===== config.mk =====
export PLATFORM = sky130hd
export DESIGN_NAME = rv32i_alu_exec
export DESIGN_NICKNAME = d
export VERILOG_FILES = /design/src/rtl/rv32i_pkg.sv /design/src/rtl/rv32i_shifter.sv /design/src/rtl/rv32i_alu_exec.sv
export SDC_FILE = /design/constraint.sdc
export NUM_CORES = 1
export LEC_CHECK = 0
export ABC_AREA = 1
export CAP_MARGIN = 10
export CORE_UTILIZATION = 50
export DETAILED_ROUTE_END_ITERATION = 6
export PLACE_DENSITY_LB_ADDON = 0.3
export SYNTH_ARGS = -nofsm -noshare
export SYNTH_HDL_FRONTEND = slang
export SYNTH_HIERARCHICAL = 1
export SYNTH_SLANG_ARGS = --single-unit
export TNS_END_PERCENT = 1

===== constraint.sdc =====
create_clock -name clk -period 5.8 [get_ports clk]
set_input_delay 0.58 -clock clk [delete_from_list [all_inputs] [get_ports clk]]
set_output_delay 0.58 -clock clk [all_outputs]
set_load 0.02 [all_outputs]

===== src/rtl/rv32i_pkg.sv =====
// rv32i_pkg: opcodes, funct3 codes, FSM state type and the
// single-cycle ALU result function shared by rv32i_alu_exec.
package rv32i_pkg;

  localparam logic [6:0] OP_ALUREG = 7'b0110011;
  localparam logic [6:0] OP_ALUIMM = 7'b0010011;

  localparam logic [2:0] F3_ADD  = 3'b000;
  localparam logic [2:0] F3_SLL  = 3'b001;
  localparam logic [2:0] F3_SLT  = 3'b010;
  localparam logic [2:0] F3_SLTU = 3'b011;
  localparam logic [2:0] F3_XOR  = 3'b100;
  localparam logic [2:0] F3_SR   = 3'b101;
  localparam logic [2:0] F3_OR   = 3'b110;
  localparam logic [2:0] F3_AND  = 3'b111;

  typedef enum logic [1:0] {
    IDLE  = 2'd0,
    SHIFT = 2'd1,
    DONE  = 2'd2
  } state_e;

  function automatic logic [31:0] alu_calc(
    input logic [2:0]  f3,
    input logic        sub,
    input logic [31:0] a,
    input logic [31:0] b,
    input logic [31:0] sh
  );
    logic [31:0] r;
    r = '0;
    unique case (f3)
      F3_ADD:        r = sub ? a - b : a + b;
      F3_SLL, F3_SR: r = sh;
      F3_SLT:        r = {31'd0, $signed(a) < $signed(b)};
      F3_SLTU:       r = {31'd0, a < b};
      F3_XOR:        r = a ^ b;
      F3_OR:         r = a | b;
      F3_AND:        r = a & b;
      default:       r = '0;
    endcase
    return r;
  endfunction

endpackage


===== src/rtl/rv32i_shifter.sv =====
// rv32i_shifter: barrel (RV_ALU_BARREL_EN) or iterative shifter.
// Ports: clk, resetn, load_i/val_i/shamt_i/left_i/arith_i in;
// imm_res_o (same-cycle result), step_res_o (next iterative
// value), last_o (final iterative step this cycle) out.
module rv32i_shifter #(
  parameter int SHIFT_STEP = 4
) (
  input  logic        clk,
  input  logic        resetn,
  input  logic        load_i,
  input  logic [31:0] val_i,
  input  logic [4:0]  shamt_i,
  input  logic        left_i,
  input  logic        arith_i,
  output logic [31:0] imm_res_o,
  output logic [31:0] step_res_o,
  output logic        last_o
);

`ifdef RV_ALU_BARREL_EN

  logic unused_ok;
  assign unused_ok = ^{clk, resetn, load_i};

  always_comb begin
    imm_res_o = val_i >> shamt_i;
    if (left_i)
      imm_res_o = val_i << shamt_i;
    else if (arith_i)
      imm_res_o = 32'($signed(val_i) >>> shamt_i);
  end

  assign step_res_o = '0;
  assign last_o     = 1'b0;

`else

  localparam logic [4:0] STEP = 5'(SHIFT_STEP);

  logic [31:0] val_q, val_d;
  logic [4:0]  cnt_q, cnt_d;
  logic        left_q, arith_q;
  logic        big, fill;

  // Full step while enough distance remains, then single bits.
  always_comb begin
    big   = cnt_q >= STEP;
    fill  = arith_q & val_q[31];
    cnt_d = cnt_q - (big ? STEP : 5'd1);
    if (left_q)
      val_d = big ? {val_q[31-SHIFT_STEP:0], {SHIFT_STEP{1'b0}}}
                  : {val_q[30:0], 1'b0};
    else
      val_d = big ? {{SHIFT_STEP{fill}}, val_q[31:SHIFT_STEP]}
                  : {fill, val_q[31:1]};
  end

  always_ff @(posedge clk) begin
    if (!resetn) begin
      val_q   <= '0;
      cnt_q   <= '0;
      left_q  <= 1'b0;
      arith_q <= 1'b0;
    end else if (load_i) begin
      val_q   <= val_i;
      cnt_q   <= shamt_i;
      left_q  <= left_i;
      arith_q <= arith_i;
    end else if (cnt_q != 5'd0) begin
      val_q <= val_d;
      cnt_q <= cnt_d;
    end
  end

  // Zero-distance shifts never load; they pass the operand through.
  assign imm_res_o  = val_i;
  assign step_res_o = val_d;
  assign last_o     = (cnt_q != 5'd0) && (cnt_d == 5'd0);

`endif

endmodule


===== src/rtl/rv32i_alu_exec.sv =====
// rv32i_alu_exec: RV32I ALUreg/ALUimm execute unit, IDLE/SHIFT/DONE.
// In: clk, resetn, start, instr, rs1, rs2. Out: ready, done, wb_data,
// wb_en, wb_rd. Define RV_ALU_BARREL_EN for single-cycle shifts.
module rv32i_alu_exec
  import rv32i_pkg::*;
#(
  parameter int SHIFT_STEP = 4
) (
  input  logic        clk,
  input  logic        resetn,
  input  logic        start,
  input  logic [31:0] instr,
  input  logic [31:0] rs1,
  input  logic [31:0] rs2,
  output logic        ready,
  output logic        done,
  output logic [31:0] wb_data,
  output logic        wb_en,
  output logic [4:0]  wb_rd
);

  state_e      state_q, state_d;
  logic [31:0] wb_data_q, wb_data_d;
  logic [4:0]  wb_rd_q, wb_rd_d;
  logic        alu_q, alu_d;

  logic [2:0]  f3;
  logic        is_reg, is_imm, is_alu, sub;
  logic        use_iter, load;
  logic [31:0] op2, sh_imm, sh_step;
  logic        sh_last;
  logic        unused_ok;

  assign f3     = instr[14:12];
  assign is_reg = instr[6:0] == OP_ALUREG;
  assign is_imm = instr[6:0] == OP_ALUIMM;
  assign is_alu = is_reg | is_imm;
  assign sub    = is_reg & instr[30];
  assign op2    = is_reg ? rs2
                         : {{20{instr[31]}}, instr[31:20]};

  assign unused_ok = ^instr[19:15];

`ifdef RV_ALU_BARREL_EN
  assign use_iter = 1'b0;
`else
  logic is_shift;
  assign is_shift = is_alu & ((f3 == F3_SLL) | (f3 == F3_SR));
  assign use_iter = is_shift & (op2[4:0] != 5'd0);
`endif

  rv32i_shifter #(
    .SHIFT_STEP (SHIFT_STEP)
  ) u_shifter (
    .clk        (clk),
    .resetn     (resetn),
    .load_i     (load),
    .val_i      (rs1),
    .shamt_i    (op2[4:0]),
    .left_i     (f3 == F3_SLL),
    .arith_i    (instr[30]),
    .imm_res_o  (sh_imm),
    .step_res_o (sh_step),
    .last_o     (sh_last)
  );

  always_comb begin
    state_d   = state_q;
    wb_data_d = wb_data_q;
    wb_rd_d   = wb_rd_q;
    alu_d     = alu_q;
    load      = 1'b0;
    unique case (state_q)
      IDLE: begin
        if (start) begin
          wb_rd_d = instr[11:7];
          alu_d   = is_alu;
          if (use_iter) begin
            load    = 1'b1;
            state_d = SHIFT;
          end else begin
            wb_data_d = is_alu
              ? alu_calc(f3, sub, rs1, op2, sh_imm)
              : 32'd0;
            state_d = DONE;
          end
        end
      end
      SHIFT: begin
        if (sh_last) begin
          wb_data_d = sh_step;
          state_d   = DONE;
        end
      end
      DONE:    state_d = IDLE;
      default: state_d = IDLE;
    endcase
  end

  always_ff @(posedge clk) begin
    if (!resetn) begin
      state_q   <= IDLE;
      wb_data_q <= '0;
      wb_rd_q   <= '0;
      alu_q     <= 1'b0;
    end else begin
      state_q   <= state_d;
      wb_data_q <= wb_data_d;
      wb_rd_q   <= wb_rd_d;
      alu_q     <= alu_d;
    end
  end

  assign ready   = state_q == IDLE;
  assign done    = state_q == DONE;
  assign wb_data = wb_data_q;
  assign wb_rd   = wb_rd_q;
  // x0 is never written, though the value is still presented.
  assign wb_en   = done & alu_q & (wb_rd_q != 5'd0);

endmodule


# Word-level counts from Yosys, hierarchy flattened
# Cells that the tools add are included.
[totals]
regBits = 79
latchBits = 0
ram_bits = 0
mem_bits_ro = 0
in_bits = 99
out_inout_bits = 40
mem_count = 0
[op_classes]
n_addsub = 3
n_mul = 0
n_div = 0
magnitude_cmp = 3
n_eq_ne = 14
n_shift = 0
n_mux = 23
n_bitwise = 11
reduce_logical = 13
[op_table]
columns = ["operator", "n"]
rows = [
  ["32-bit two-way mux", 10],
  ["32-bit one-hot mux with 7 select lines", 1],
  ["32-bit less-than comparator", 2],
  ["32-bit one-hot mux with 2 select lines", 1],
  ["32-bit adder", 1],
  ["32-bit bitwise AND", 1],
  ["32-bit bitwise OR", 1],
  ["32-bit subtractor", 1],
  ["32-bit XOR", 1],
  ["31-bit two-way mux", 1],
  ["5-bit nonzero test", 3],
  ["3-bit == test, second input constant", 4],
  ["5-bit two-way mux", 2],
  ["7-bit by 5-bit == test with 1-bit output, second input constant", 1],
  ["7-bit by 6-bit == test with 1-bit output, second input constant", 1],
  ["1-bit bitwise AND", 6],
  ["3-bit by 2-bit == test with 1-bit output, second input constant", 2],
  ["2-bit two-way mux", 3],
  ["2-bit != test, second input constant", 3],
  ["5-bit by 3-bit >= comparator with 1-bit output, second input constant", 1],
  ["5-bit zero test", 1],
  ["5-bit subtractor", 1],
  ["2-bit one-hot mux with 2 select lines", 1],
  ["2-bit AND reduction", 2],
  ["12 further kinds", 16],
]

# Logic depth before layout (Yosys ltp)
# Gate-level depths: netlist of the first run.
[depth]
depth_word = 9
mapped_depth = 26

# Hierarchy
# The synthesis of the first run kept the hierarchy.
[modules_own_cells]
columns = ["module", "instances", "cells_each", "area_per_inst_um2", "seq_area_each_um2"]
rows = [
  ["rv32i_alu_exec", 1, 1552, 8251.7, 800.8],
  ["rv32i_shifter", 1, 445, 2960.3, 780.7],
]

# Least setup slack after synthesis of the first run
# Ideal clock, no wire load.
[synth_timing]
path_kind = "input-to-reg"
start = "in instr[2]"
end = "reg wb_data_q[28] (netlist: wb_data[28])"
setup_time_ns = 0.118
arrival_time_ns = 3.119
t_required_ns = 5.682
path_slack_ns = 2.563
stages = 24
path_buffers = 4
path_cell_list = "inv_1 -> nand2_1 -> nor2_2 -> nand2_1 -> buf_6 -> clkbuf_1 -> clkbuf_1 -> o21ai_0 -> ha_1 -> clkbuf_1 -> nand2_1 -> inv_1 -> nand2_1 -> nor3_1 -> and2_1 -> nand2_1 -> nand2_1 -> nand2_1 -> nand2_1 -> nand2_1 -> nand2_1 -> nand2_1 -> nand2_1 -> a21oi_1"
[synth_via]
elab_chain_len = 9
elab_cells_between_ends = 21
[synth_lines]
columns = ["element", "line_no", "source"]
rows = [
  ["from (decl)", "rv32i_alu_exec.sv:12", "input logic [31:0] instr,"],
  ["7-bit by 6-bit == test with 1-bit output", "rv32i_alu_exec.sv:35", "assign is_reg = instr[6:0] == OP_ALUREG;"],
  ["32-bit two-way mux", "rv32i_alu_exec.sv:39", "assign op2 = is_reg ? rs2"],
  ["32-bit adder / 32-bit subtractor (equally long branches)", "rv32i_pkg.sv:33", "F3_ADD: r = sub ? a - b : a + b;"],
  ["32-bit two-way mux", "rv32i_pkg.sv:33", ""],
  ["32-bit one-hot mux with 7 select lines", "rv32i_pkg.sv:32", "unique case (f3)"],
  ["32-bit two-way mux", "rv32i_alu_exec.sv:83", "? alu_calc(f3, sub, rs1, op2, sh_imm)"],
  ["32-bit two-way mux", "rv32i_alu_exec.sv:78", "if (use_iter) begin"],
  ["32-bit two-way mux", "rv32i_alu_exec.sv:75", "if (start) begin"],
  ["32-bit one-hot mux with 2 select lines", "rv32i_alu_exec.sv:73", "unique case (state_q)"],
  ["to (signal assigned)", "rv32i_alu_exec.sv:108", "wb_data_q <= wb_data_d;"],
  ["to (decl)", "rv32i_alu_exec.sv:23", "logic [31:0] wb_data_q, wb_data_d;"],
]
# Several ways; a longest one is shown, not always the timed one. The select of a mux whose other input is x is not followed.
# A chain may end at the register's enable or synchronous reset.

# Worst setup path after layout of the first run
[layout_timing]
start = "in instr[0]"
end = "reg wb_data_q[0] (netlist: wb_data[0])"
# Same word-level chain as after synthesis.

==> results.md, run 1 <==
* Largest net degree at the start of global routing at 44
* RSZ-0062 raised after global routing: no
* Peak VDD IR at 0.000172 V
* Layout cells sized above 1 at 2.36%
* Post-cts gate resize count at 0
* Avg Cell Area, Syn at 5.61 um^2
* Initial antenna violation count at 1
* CTS tree: yes
* GRT Overall Usage at 37.4%
* Post-route ant nets at 0
* Post-synthesis mux area share at 0%
* Vias at 13400
* Commonest cells after routing, fill and taps aside: 535 x nand2_1, 277 x inv_1, 207 x nand3_1
* Clock skew at 0.00486 ns
* Critical path launch point type: primary input
* Slew HR at 32.0%
* Pwr Total at 2.32 mW
* CP endpoint kind: flip-flop
* Tightest Pin Transition at 1.01 ns
* Clock Sinks at 79
* Cell Count, Final, Fillers Out at 2317
* Fin util at 57.7%
* Reg2reg path depth at 16
* Final Setup Violations at 0
* RR Startpoint: u_shifter/cnt_q[3]
* Worst-skew pair later-pin latency at 0.34 ns
* Critical Path, Cell by Cell: clkdlybuf4s50_1, nand2_1, nor2_2, nand2_1, inv_1, or2_2, o21ai_0, ha_1, inv_1, a21oi_1, o21ai_0, a21oi_1, nand2_1, nor2_1, nand2_1, nand3_1, nand3_1, nand2_1, a21oi_1
* Die Wd at 152 um
* Crit path DAT at 4.54 ns
* Die area at 0.0230 mm^2
* Main combinational cell family by area after synthesis: simple AND/OR/NAND/NOR gates
* DP HPWL at 33900 um
* Hold Crit Class: flip-flop to flip-flop
* Post-layout net count at 2231
* TritonCTS Buffers at 9
* Drt initial violations at 1353
* Port buffer count at 133
* Post-Synth Adder-Cell Area at 11.4%
* Final wirelength at 43100 um
* Power Density at 184 mW/mm^2
* Final setup TNS at 0 ns
* Global-route wire length before repair at 65700 um
* Crit path required time at 6.02 ns
* Syn Nets at 2197
* Number of global-route vias before repair at 12200
* Post-CTS setup buffer count at 0
* Cell count after placement at 2300
* Warning count from the yosys run at 6
* Min Tclk post-route at 4.31 ns
* WS Path Type: primary input to flip-flop
* Initial Util at 51.2%
* Max clock buf depth at 2
* H-tree depth at 3
* Reg-to-Reg End: wb_data[9]
* Leak Pwr at 6.08 nW
* Post-DR vias/cell at 5.80
* Core area at 0.0219 mm^2
* Simple-gate area share of the yosys netlist at 37.6%
* Clk slew on worst S/H paths at 0.06 ns
* Yosys reg bits at 79
* Outcome: finished clean
* Wire per inst at 18.6 um
* Final hold vios at 0
* Most used cell, CP: nand2_1
* Reg2reg setup slack at 2.45 ns
* Commonest non-fill, non-tap cell in the layout: nand2_1
* Xor/xnor share of the synthesized area at 0.312%
* Root Driver: clkbuf_16
* Overflow after GRT at 0
* Post-synth EDFFs at 0
* Slowest cell on crit path: ha_1
* Drt drc at 0
* Final Slew Violations at 0
* Post-synthesis sequential area ratio at 14.1%
* Syn Inst Count at 1997
* Max incr delay on CP at 0.52 ns
* Crit. Startpoint: instr[0]
* Final period util at 74.4%
* Row count at 54
* Yosys cell types at 49
* Max-capacitance violation count at 0
* Synth Area in Compound Gates at 20.9%
* Fill cells at 2282
* I/O Pins at 139
* Synthesized cell area at 0.0112 mm^2
* Max Fclk at 0.232 GHz
* Predominant post-synthesis flop cell: dfxtp_1
* Crit Path Max Fanout at 21
* Die height at 152 um
* Worst setup path endpoint: wb_data[0]
* Placer congestion estimate at 1.06
* Cts hold-fix bufs at 0
* DR pass1 iterations at 7
* Async SR Flop Fraction at 0%
* Worst hold start: wb_data[1]
* Area growth from synthesis to layout at 12.6%
==> cell families (layout without fill, tap and decap cells) <==
family / after synthesis / after routing
other: 0 / 1
buffers and inverters: 407 / 446
and+or+nand+nor: 994 / 994
adders and majority gates: 101 / 101
xor gates and xnor gates: 4 / 4
DFF: 79 / 79
AOI/OAI and AO/OA: 412 / 412
==> layout make-up <==
class / instances / area [um^2] / area share [%]
antenna: 1 / 2.50 / 0.0198
clock buffer: 12 / 236 / 1.87
clock inverter: 4 / 70.1 / 0.555
inverter: 282 / 1060 / 8.39
multi-input combinational: 1511 / 7880 / 62.4
sequential: 79 / 1580 / 12.5
tap: 280 / 350 / 2.77
timing repair buffer: 148 / 1440 / 11.4
==> power by group <==
part	internal (mW)	total [mW]	switching, mW	leakage [nW]
Clock	0.376	0.594	0.218	0.151
Combinational	0.354	1.14	0.782	5.29
Sequential	0.574	0.595	0.0206	0.645
Total	1.30	2.32	1.02	6.08
==> metal layers <==
layer | GRT usage (%) | share of wire, % | vias up
met5 | 0 | 0.030 | -
met4 | 11.3 | 2.5 | 2
met2 | 58.6 | 43 | 716
met3 | 7.22 | 12 | 89
met1 | 51.5 | 43 | 6133
li1 | - | - | 6494
==> state kept, by name (all words and copies together) (netlist names) <==
| signal | count |
|---|---|
| u_shifter/cnt_q | 5 |
| u_shifter/left_q | 1 |
| state_q | 2 |
| wb_rd | 5 |
| wb_data | 32 |
| u_shifter/val_q | 32 |
| u_shifter/arith_q | 1 |
| alu_q | 1 |
==> worst max-delay path, delay by kind of cell <==
| kind | cells | cell delay [ns] |
|---|---|---|
| AOI/OAI and AO/OA | 5 | 0.98 |
| adders and majority gates | 1 | 0.52 |
| and+or+nand+nor | 10 | 1.58 |
| buffers and inverters | 3 | 0.85 |
==> stage by stage <==
| step | cell area (um^2) | hold WS [ns] | setup slack [ns] |
|---|---|---|---|
| after floorplan | 11200 | 0.444 | 2.56 |
| after global placement | 12300 | 0.467 | 1.32 |
| after detailed placement | 12300 | 0.484 | 1.30 |
| after CTS | 12600 | 0.493 | 1.64 |
| after global routing | 12600 | 0.512 | 1.25 |
| final | 12600 | 0.492 | 1.49 |
==> Yosys cell counts (3+ instances only) <==
cell | count | area [um^2]
a21oi_1 | 175 | 876
nor3_1 | 19 | 95.1
buf_2 | 18 | 90.1
inv_1 | 277 | 1040
nand2_1 | 535 | 2010
clkinv_1 | 3 | 11.3
a21boi_0 | 23 | 173
o22ai_1 | 15 | 93.8
or2_2 | 9 | 56.3
dfxtp_1 | 79 | 1580
buf_1 | 5 | 18.8
and2_1 | 32 | 200
a21boi_1 | 10 | 75.1
buf_4 | 37 | 278
nand3_1 | 207 | 1040
a221oi_1 | 16 | 140
o21ai_0 | 98 | 490
ha_1 | 99 | 1240
o2111ai_1 | 6 | 52.6
clkbuf_1 | 57 | 214
o221ai_1 | 3 | 26.3
nand3b_1 | 6 | 45.0
o211ai_1 | 10 | 75.1
o21ai_1 | 31 | 155
buf_6 | 8 | 90.1
nor2_1 | 165 | 619
o21bai_1 | 11 | 82.6
a211oi_1 | 6 | 45.0
xor2_1 | 3 | 26.3
nand4_1 | 10 | 62.6
==> worst min path at each step <==
stage / endpoint / depth (start not counted) / slack, ns
floorplan: u_shifter/arith_q / 2 / 0.44
global placement: wb_data[1] / 2 / 0.47
detailed placement: u_shifter/arith_q / 2 / 0.48
CTS: u_shifter/arith_q / 2 / 0.49
global route: wb_data[1] / 2 / 0.51
finish: wb_data[1] / 2 / 0.49
(Power assumes the default switching activity.)
==> inputs of run 2 (changes only) <==
Clock period 5.8 ns to 3.6 ns, I/O delays scaled along.
==> run 2 against run 1 <==
Net effect:
- the run now ends with DRC left
- clock power up 56%
- register-to-register slack worse by 2.1 ns
- sequential share of layout area down 1.5 points
- design area up 14%
- first-iteration DRC count up 26%
- global-route usage up 3.3 points
- non-clock buffer count up 197
- critical path type unchanged
==> results.md, run 2 (synthesized netlist as in run 1, its figures left out) <==
* GRT Overall Usage at 40.7% (+3.3 points)
* Initial antenna violation count at 2 (+1)
* M3 GR Usage at 7.10% (-0.12 points)
* Post-route ant nets at 0 (unchanged)
* Failing checks: DRC
* DR pass1 iterations at 7 (unchanged)
* GR peak layer: met2
* Die height at 152 um (unchanged)
* WS Path Type: primary input to flip-flop
* Critical path launch point type: primary input
* Power Density at 285 mW/mm^2 (+55%)
* Crit path DAT at 3.71 ns (-0.83 ns)
* Fin util at 65.7% (+8.0 points)
* Slew HR at 29.3% (-2.8 points)
* Gate power share at 54.0% (+5.1 points)
* Row count at 54 (unchanged)
* Global-route wire length before repair at 71000 um (+8.1%)
* Final wirelength at 47700 um (+11%)
* Sequential Power Share at 23.4% (-2.2 points)
* Clk pwr share at 22.6% (-2.9 points)
* Final period util at 96.7%
* Slowest cell on crit path: clkdlybuf4s50_1
* Layout cells sized above 1 at 14.2% (+12 points)
* Min Tclk post-route at 3.48 ns
* Hold path depth at 2 (unchanged)
* Met1 Usage GRT at 57.6% (+6.1 points)
* Largest net degree at the start of global routing at 43 (-2.3%)
* Met2 Use GR at 63.2% (+4.7 points)
* Cell Area, Placed at 0.0138 mm^2 (+12%)
* Overflow after GRT at 0 (unchanged)
* TritonCTS Buffers at 9 (unchanged)
* I/O Pins at 139 (unchanged)
* Crit path required time at 3.83 ns (-2.19 ns)
* Max Fclk at 0.287 GHz
* Critical Path, Cell by Cell: clkdlybuf4s50_1, nand2_1, nor2_4, nand2_4, inv_1, or2_2, buf_12, o21ai_0, ha_2, nand2_1, inv_1, nand2_1, nor2_1, nand4_1, nand3_1, nand2_1, nand2_1, nand2_1, nand2_1, nand3_1, nand2_1, a21oi_1
* Psw at 1.80 mW (+77%)
* Outcome: complete, but fails checks
* Worst hold margin at 0.486 ns (-0.00647 ns)
* Final Slew Violations at 0 (unchanged)
* Fin area at 0.0144 mm^2 (+14%)
* Power Internal at 2.29 mW (+76%)
* Clock Sinks at 79 (unchanged)
* Placer congestion estimate at 1.02 (-3.4%)
* Area growth from synthesis to layout at 28.2%
* Tightest Pin Transition at 1.06 ns (+0.0464 ns)
* Wire per inst at 19.0 um (+2.1%)
* CTS tree: yes
* H-tree depth at 3 (unchanged)
* DP HPWL at 38200 um (+13%)
* Commonest cells after routing, fill and taps aside: 526 x nand2_1, 276 x inv_1, 209 x buf_4
* Leak Pwr at 7.06 nW (+16%)
* Vias at 14400 (+7.3%)
* Max clock buf depth at 2 (unchanged)
* Pwr Total at 4.10 mW (+76%)
* Peak VDD IR at 0.000371 V (+120%)
* Core area at 0.0219 mm^2 (unchanged)
* Most used cell, CP: nand2_1
* Die area at 0.0230 mm^2 (unchanged)
* Final Setup Violations at 0 (unchanged)
* Die Wd at 152 um (unchanged)
* Drt drc at 10 (+10)
* RSZ-0062 raised after global routing: yes
* Commonest non-fill, non-tap cell in the layout: nand2_1
* Reg2reg setup slack at 0.37 ns (-2.08 ns)
* Hold Crit Class: flip-flop to flip-flop
* Max incr delay on CP at 0.49 ns (-0.03 ns)
* Worst hold start: u_shifter/arith_q
* CP endpoint kind: flip-flop
* Sw frac at 44.0% (+0.12 points)
* Reg2reg path depth at 15 (-1)
* Root Driver: clkbuf_16
* Clock skew at 0.00742 ns (+0.00256 ns)
* Worst-skew pair later-pin latency at 0.34 ns (about the same)
* Max-capacitance violation count at 0 (unchanged)
* Crit Path Max Fanout at 20 (-4.8%)
* Fill cells at 2146 (-6.0%)
* Initial Util at 51.2% (unchanged)
* Post-layout net count at 2428 (+8.8%)
* Final hold vios at 0 (unchanged)
* RR Startpoint: u_shifter/cnt_q[3]
* Hold endpoint: u_shifter/arith_q
* Port buffer count at 133 (unchanged)
* Cts hold-fix bufs at 0 (unchanged)
* Clk slew on worst S/H paths at 0.06 ns (about the same)
* Reg-to-Reg End: wb_data[8]
* Drt initial violations at 1710 (+26%)
* Number of global-route vias before repair at 13200 (+8.6%)
* Post-DR vias/cell at 5.73 (-1.1%)
run 2: cell types whose count changed in the layout (fill, tap and decap cells not counted), moves of 9 or more:
cell     delta
nand2_1     -9
ha_1       -16
o21ai_0    -10
nor2_2     +15
ha_2       +15
buf_4     +194
nor2_1     -16
run 2: how the worst max path moves through the flow:
stage               startpoint           to  slack, ns  cells past startpoint
floorplan             instr[2]  wb_data[28]       0.58                     24
global placement      instr[3]  wb_data[13]      -0.53                     21
detailed placement    instr[2]  wb_data[13]      -0.58                     21
CTS                   instr[2]  wb_data[24]       0.08                     23
global route          instr[3]  wb_data[14]       -0.1                     21
finish                instr[1]  wb_data[26]       0.12                     22
run 2: final cells by class:
type                    count  area (um^2)  area share (%)
clock inverters             6         60.1           0.418
inverters                 282         1060            7.37
diodes                      1         2.50          0.0174
clock buffers              10          239            1.66
multi-input cells        1511         8130            56.5
flip-flops and latches     79         1580            11.0
repair buffers            345         2960            20.6
well taps                 280          350            2.44
run 2: power by group through the flow:
stage / Combinational [mW] / Clock [mW] / Sequential (mW)
5_1_grt: 2.38 / 0.957 / 0.963
6_report: 2.21 / 0.925 / 0.958
2_1_floorplan: 1.28 / 0 / 1.01
4_1_cts: 2.11 / 0.919 / 0.958
3_3_place_gp: 2.07 / 0 / 0.975
3_5_place_dp: 2.09 / 0 / 0.976
run 2: worst max-delay path, delay by kind of cell:
| kind | cells | cell delay [ns] |
|---|---|---|
| compound gates | 2 | 0.22 |
| fa+ha+maj | 1 | 0.48 |
| buf+inv | 4 | 0.83 |
| simple gates | 15 | 1.77 |
run 2: timing repair:
action,CTS,global route
pin swaps,0,15
setup buffers,0,1
endpoints found under the setup margin,4,26
resized for setup,5,78
run 2: metal layers:
metal / up-vias / routed length (um)
met3: 90 / 5830
met4: 2 / 1010
met5: - / 13
met2: 807 / 20800
li1: 6885 / -
met1: 6628 / 20100
run 2: per-stage QoR:
step | setup TNS, ns | cells | setup slack (ns)
CTS | 0 | 2512 | 0.0827
global route | -0.379 | 2513 | -0.0959
floorplan | 0 | 1997 | 0.583
finish | 0 | 2514 | 0.120
detailed placement | -7.68 | 2496 | -0.582
global placement | -6.31 | 2496 | -0.532
